<file path="config.mk">
export PLATFORM = sky130hd
export DESIGN_NAME = imem_uart_loader_flat
export DESIGN_NICKNAME = d
export VERILOG_FILES = /design/src/rtl/imem_uart_loader_if.sv /design/src/rtl/imem_uart_loader.sv /design/src/flat_wrapper.sv
export SDC_FILE = /design/constraint.sdc
export NUM_CORES = 1
export LEC_CHECK = 0
export BUFFER_PORTS_ARGS = -buffer_cell sky130_fd_sc_hd__buf_4
export CAP_MARGIN = 20
export CORE_MARGIN = 4
export CORE_UTILIZATION = 59
export DETAILED_ROUTE_END_ITERATION = 10
export GPL_ROUTABILITY_DRIVEN = 0
export PLACE_DENSITY = 0.8
export SYNTH_ARGS = -nofsm -noshare
export SYNTH_HDL_FRONTEND = slang
export SYNTH_SLANG_ARGS = --single-unit
</file>
<file path="constraint.sdc">
create_clock -name clk -period 6.3 [get_ports clk]
set_clock_uncertainty 0.15 [all_clocks]
set_input_delay 0.315 -clock clk [delete_from_list [all_inputs] [get_ports clk]]
set_output_delay 0.315 -clock clk [all_outputs]
set_load 0.05 [all_outputs]
</file>
<file path="src/rtl/imem_uart_loader_if.sv">
// Instruction-memory write port shared by the UART loader (master) and the
// instruction memory (slave).
interface imem_uart_loader_if;
    logic        wr_en;
    logic [31:0] wr_addr;
    logic [31:0] wr_data;

    modport master (output wr_en, output wr_addr, output wr_data);
    modport slave  (input  wr_en, input  wr_addr, input  wr_data);
endinterface

</file>
<file path="src/rtl/imem_uart_loader.sv">
// UART 8N1 program loader: receives a 16-bit word count followed by big-endian
// 32-bit words, writes them to instruction memory and then releases the CPU.
module imem_uart_loader #(
    parameter int          CLKS_PER_BIT = 868,
    parameter int          DEPTH        = 128,
    parameter logic [31:0] BASE_ADDR    = 32'h0
) (
    input  logic                       clk,
    input  logic                       rst,
    input  logic                       rx,
    imem_uart_loader_if.master         mem,
    output logic                       cpu_hold,
    output logic                       done,
    output logic                       frame_err,
    output logic                       overflow,
    output logic [15:0]                word_count
);

    localparam int              CNT_W     = (CLKS_PER_BIT > 1) ? $clog2(CLKS_PER_BIT) : 1;
    localparam logic [CNT_W-1:0] FULL_LAST = CNT_W'(CLKS_PER_BIT - 1);
    localparam logic [CNT_W-1:0] HALF_LAST = CNT_W'(CLKS_PER_BIT / 2 - 1);
    localparam logic [15:0]      DEPTH_W   = 16'(DEPTH);

    typedef enum logic [1:0] {RX_IDLE, RX_START, RX_DATA, RX_STOP} rx_state_t;
    typedef enum logic [1:0] {LD_CNT_HI, LD_CNT_LO, LD_DATA, LD_DONE} ld_state_t;

    rx_state_t        rx_state;
    ld_state_t        ld_state;
    logic             rx_meta, rx_sync, rx_prev;
    logic [CNT_W-1:0] clk_cnt;
    logic [2:0]       bit_idx;
    logic [7:0]       rx_shift;
    logic             byte_valid;
    logic [7:0]       byte_data;

    logic [15:0]      n_words;
    logic [15:0]      words_rcvd;
    logic [1:0]       byte_pos;
    logic [31:0]      word_buf;
    logic             wr_pending;
    logic             wr_en_q;
    logic [31:0]      wr_addr_q;
    logic [31:0]      wr_data_q;
    logic [15:0]      n_next;

    assign mem.wr_en   = wr_en_q;
    assign mem.wr_addr = wr_addr_q;
    assign mem.wr_data = wr_data_q;
    assign n_next      = {n_words[15:8], byte_data};

    // rx_prev is a third stage used only to see the synced falling edge.
    always_ff @(posedge clk or posedge rst) begin
        if (rst) begin
            rx_meta <= 1'b1;
            rx_sync <= 1'b1;
            rx_prev <= 1'b1;
        end else begin
            rx_meta <= rx;
            rx_sync <= rx_meta;
            rx_prev <= rx_sync;
        end
    end

    always_ff @(posedge clk or posedge rst) begin
        if (rst) begin
            rx_state   <= RX_IDLE;
            clk_cnt    <= '0;
            bit_idx    <= '0;
            rx_shift   <= '0;
            byte_valid <= 1'b0;
            byte_data  <= '0;
            frame_err  <= 1'b0;
        end else begin
            byte_valid <= 1'b0;
            case (rx_state)
                RX_IDLE: begin
                    clk_cnt <= '0;
                    bit_idx <= '0;
                    if (rx_prev && !rx_sync)
                        rx_state <= RX_START;
                end
                RX_START: begin
                    if (clk_cnt == HALF_LAST) begin
                        clk_cnt  <= '0;
                        rx_state <= rx_sync ? RX_IDLE : RX_DATA;
                    end else begin
                        clk_cnt <= clk_cnt + CNT_W'(1);
                    end
                end
                RX_DATA: begin
                    if (clk_cnt == FULL_LAST) begin
                        clk_cnt  <= '0;
                        rx_shift <= {rx_sync, rx_shift[7:1]};
                        bit_idx  <= bit_idx + 3'd1;
                        if (bit_idx == 3'd7)
                            rx_state <= RX_STOP;
                    end else begin
                        clk_cnt <= clk_cnt + CNT_W'(1);
                    end
                end
                RX_STOP: begin
                    if (clk_cnt == FULL_LAST) begin
                        clk_cnt  <= '0;
                        rx_state <= RX_IDLE;
                        if (rx_sync) begin
                            byte_valid <= 1'b1;
                            byte_data  <= rx_shift;
                        end else if (ld_state != LD_DONE) begin
                            frame_err <= 1'b1;
                        end
                    end else begin
                        clk_cnt <= clk_cnt + CNT_W'(1);
                    end
                end
                default: rx_state <= RX_IDLE;
            endcase
        end
    end

    // A completed word raises wr_pending; the following cycle retires it,
    // which is also where the load finishes, one cycle after the last strobe.
    always_ff @(posedge clk or posedge rst) begin
        if (rst) begin
            ld_state   <= LD_CNT_HI;
            n_words    <= '0;
            words_rcvd <= '0;
            byte_pos   <= '0;
            word_buf   <= '0;
            wr_pending <= 1'b0;
            wr_en_q    <= 1'b0;
            wr_addr_q  <= BASE_ADDR;
            wr_data_q  <= '0;
            word_count <= '0;
            cpu_hold   <= 1'b1;
            done       <= 1'b0;
            overflow   <= 1'b0;
        end else begin
            wr_en_q <= 1'b0;
            if (wr_pending) begin
                wr_pending <= 1'b0;
                words_rcvd <= words_rcvd + 16'd1;
                if (words_rcvd < DEPTH_W) begin
                    word_count <= word_count + 16'd1;
                    if (word_count + 16'd1 < DEPTH_W)
                        wr_addr_q <= wr_addr_q + 32'd4;
                end
                if (words_rcvd + 16'd1 == n_words) begin
                    ld_state <= LD_DONE;
                    cpu_hold <= 1'b0;
                    done     <= 1'b1;
                end
            end else if (byte_valid) begin
                case (ld_state)
                    LD_CNT_HI: begin
                        n_words[15:8] <= byte_data;
                        ld_state      <= LD_CNT_LO;
                    end
                    LD_CNT_LO: begin
                        n_words[7:0] <= byte_data;
                        if (n_next > DEPTH_W)
                            overflow <= 1'b1;
                        if (n_next == 16'd0) begin
                            ld_state <= LD_DONE;
                            cpu_hold <= 1'b0;
                            done     <= 1'b1;
                        end else begin
                            ld_state <= LD_DATA;
                        end
                    end
                    LD_DATA: begin
                        word_buf <= {word_buf[23:0], byte_data};
                        byte_pos <= byte_pos + 2'd1;
                        if (byte_pos == 2'd3) begin
                            wr_pending <= 1'b1;
                            wr_data_q  <= {word_buf[23:0], byte_data};
                            wr_en_q    <= (words_rcvd < DEPTH_W);
                        end
                    end
                    default: ;
                endcase
            end
        end
    end

endmodule

</file>
<file path="src/flat_wrapper.sv">
// flat-port wrapper written by rule: the top's interface ports become plain ports
module imem_uart_loader_flat 
#(
    parameter int          CLKS_PER_BIT = 868,
    parameter int          DEPTH        = 128,
    parameter logic [31:0] BASE_ADDR    = 32'h0
)
  (clk, rst, rx, cpu_hold, done, frame_err, overflow, word_count, mem_wr_en, mem_wr_addr, mem_wr_data);
  imem_uart_loader_if mem_i ();
  input  logic clk;
  input  logic rst;
  input  logic rx;
  output logic cpu_hold;
  output logic done;
  output logic frame_err;
  output logic overflow;
  output logic [15:0] word_count;
  output wire logic [$bits(mem_i.wr_en)-1:0] mem_wr_en;
  output wire logic [$bits(mem_i.wr_addr)-1:0] mem_wr_addr;
  output wire logic [$bits(mem_i.wr_data)-1:0] mem_wr_data;
  assign mem_wr_en = mem_i.wr_en;
  assign mem_wr_addr = mem_i.wr_addr;
  assign mem_wr_data = mem_i.wr_data;
  imem_uart_loader #(.CLKS_PER_BIT(CLKS_PER_BIT), .DEPTH(DEPTH), .BASE_ADDR(BASE_ADDR)) u_core (.clk(clk), .rst(rst), .rx(rx), .mem(mem_i), .cpu_hold(cpu_hold), .done(done), .frame_err(frame_err), .overflow(overflow), .word_count(word_count));
endmodule
</file>
==> results.cfg <==
[outcome]
status = finished, final reports clean

[setup_path]
startpoint_type = flop
endpoint_kind = flop
crit_path_cell_trace = nor4b_1, and3_1, nand3_1, or4_1, buf_4, nor2_1, mux2_2
r2r-end = u_core.mem.wr_addr[3]
rrSetupSlack_ns = 3.27
slowest_stage = dfrtp_1
critPathLaunch = u_core.wr_pending
worst_ep_required_time_ns = 6.46
r2r_cells = 7
cp_max_fo = 29
rr_startpoint = u_core.wr_pending
critical-path-max-stage-delay_ns = 0.63
arrival_ns = 3.19
crit_end = u_core.mem.wr_addr[3]
path_class = flop to flop

[global_route]
grt_pass1_wl_mm = 28.59
use_met1_pct = 28.53
gr-usage-all-layers_pct = 21.90
grt_pass1_vias = 5751
grt-busiest-layer = met2
grtUsageMet2_pct = 36.43
gr-total-overflow = 0
grt_start_max_net_pins = 114
antenna_found_initial = 0
grt_use_met3_pct = 5.516

[sta]
slew_headroom_pct = 27.86
min_period_ns = 3.030
worstMarginPinSlew_ns = 1.074
maxSlewViolCount = 0
rsz0062_at_grt = false
setup_violations = 0
max_freq_mhz = 330.0
finalHoldViolCount = 0
finalSetupTns_ns = 0
timing.final.crit_share_pct = 48.10

[synth]
synth_seq_area_share_pct = 54.11
synth.avg_cell_area_sq_um = 12.03
ys.flop_type = dfrtp_1
synth_area_leader_cell = dfrtp_1
yosysMostFrequentCell = dfrtp_1
ys_types = 58
synth_top_area_share_pct = 52.84
yosys_warnings = 0
synth_cells = 689
synthTopCellsByArea = dfrtp_1 53%, mux2_2 13%, xor2_1 4.6%
async_reset_ff_share_pct = 100.0
synth_area_sq_um = 8288
ys_ff_latch = 179
netlist_top_cells_count = 175 x dfrtp_1, 93 x mux2_2, 44 x xor2_1
synth-edff-count = 0

[detailed_routing]
first_iter_violations = 354
vias = 5563
viasPerCell = 5.807
ant_nets = 0
wire_per_inst_um = 17.64
wl_mm = 16.90
firstDrtPassIters = 4
drc = 0

[clock_network]
insertion_delay_ns = 0.43
tritoncts = done
path_clk_slew_ns = 0.07
post_cts_resized = 0
cts-root-buf = clkbuf_16
cts.sinks = 179
cts_buffers = 17
htreeDepth = 4
cts_buffer_depth = 2

[floorplan]
initial_utilization_pct = 59.94
die_w_um = 126.5
ioPinCount = 88
rows = 43
die_h_um = 126.5
dieArea_sq_um = 16010
core_sq_um = 13830

[pwr]
leakage_nw = 4.783
ir_worst_vdd_mv = 0.1981
p_per_area_nw_per_um2 = 240.1
finalPower_mw = 2.314

[finish]
syn2layout_area_growth_pct = 16.30
insertedDiodeCount = 0
fillCellCount = 959
layout.nets = 776
seq_area_sq_um = 4484
drive_gt1_share_pct = 32.13
multi_input_area_sq_um = 3586

[job]
cap_violations = 0

[min_path]
hold_class = flop to flop

[place]
hpwlAfterDp_mm = 11.23
numPortBuffers = 85
==> cells by family after synthesis <==
group | after synthesis | share of synthesized area, %
AO/OA/AOI/OAI | 51 | 4.136
multiplexers | 95 | 12.88
adder cells (fa/ha/maj) | 8 | 1.208
XOR/XNOR | 87 | 9.194
buffers and inverters | 52 | 2.853
AND/OR/NAND/NOR | 216 | 15.58
flip-flops | 179 | 54.11
other | 1 | 0.04525
==> flip-flops by register name, summed over array words and instances, names as in the netlist, named ones only <==
register,cells
u_core.mem.wr_data,32
u_core.rx_sync,1
u_core.mem.wr_en,1
u_core.clk_cnt,10
u_core.word_count,16
u_core.byte_pos,2
u_core.mem.wr_addr,30
u_core.rx_state,1
u_core.byte_data,8
u_core.words_rcvd,16
u_core.word_buf,24
u_core.n_words,16
u_core.rx_prev,1
u_core.ld_state,2
u_core.bit_idx,3
u_core.rx_meta,1
u_core.wr_pending,1
u_core.frame_err,1
u_core.done,1
u_core.rx_shift,8
u_core.cpu_hold,1
u_core.byte_valid,1
u_core.overflow,1
==> area by class of cell <==
cell class | count | area share (%)
clock buffer | 20 | 4.738
multi-input combinational | 459 | 37.20
sequential | 179 | 46.52
tap | 180 | 2.336
timing repair buffer | 94 | 7.373
clock inverter | 12 | 1.233
inverter | 14 | 0.5971
==> power by group <==
| part | total (mW) | switching (mW) | internal, mW |
|---|---|---|---|
| Clock | 1.03 | 0.454 | 0.573 |
| Combinational | 0.0956 | 0.0629 | 0.0326 |
| Sequential | 1.19 | 0.0258 | 1.17 |
| Total | 2.31 | 0.543 | 1.77 |
==> through the flow <==
step | cell area (sq um) | hold slack (ns) | cells | setup slack [ns] | utilization, %
floorplan | 8292 | 0.1695 | 690 | 0.9830 | -
global placement | 9036 | 0.1966 | 923 | 3.379 | 65.35
detailed placement | 9036 | 0.1998 | 923 | 3.307 | 65.35
CTS | 9632 | 0.2096 | 957 | 3.277 | 69.66
global route | 9639 | 0.2148 | 958 | 2.962 | 69.71
finish | 9639 | 0.2071 | 958 | 3.270 | 69.71
==> per-layer routing <==
metal | vias up | part of all wire (%)
li1 | 2585 | -
met1 | 2796 | 43
met2 | 154 | 50
met3 | 28 | 4.6
met4 | 0 | 2.0
met5 | - | 0
==> worst max-delay path, delay by kind of cell (launching register included) <==
family,cells,cell delay [ns]
and+or+nand+nor,5,1.49
DFF,1,0.63
muxes,1,0.36
buffers and inverters,1,0.28
==> placed cells by master (no fill, tap or decap), types with 8 or more instances in the layout <==
cell	Yosys	layout
dfrtp_1	175	175
o21ai_0	13	13
inv_1	14	13
and3_1	13	13
nor4_2	11	11
clkbuf_16	0	17
nand3_1	28	28
nand4_1	23	23
xor2_1	44	44
ha_1	8	8
xnor2_1	43	43
nor3_1	17	17
buf_4	3	92
mux2_2	93	93
nand2_1	38	38
nor2_1	34	34
==> worst min path at each step <==
stage	end	slack [ns]	depth (start not counted)	startpoint
finish	u_core.rx_sync	0.21	0	u_core.rx_meta
global route	u_core.rx_sync	0.21	0	u_core.rx_meta
CTS	u_core.rx_sync	0.21	0	u_core.rx_meta
global placement	u_core.rx_sync	0.20	0	u_core.rx_meta
floorplan	u_core.rx_meta	0.17	0	rx
detailed placement	u_core.rx_sync	0.20	0	u_core.rx_meta
==> timing repair <==
item,CTS,global route
hold endpoints to repair,15,0
hold buffers,2,0
buffers inserted,0,0
Note: power is estimated with default switching activity, not from simulation.
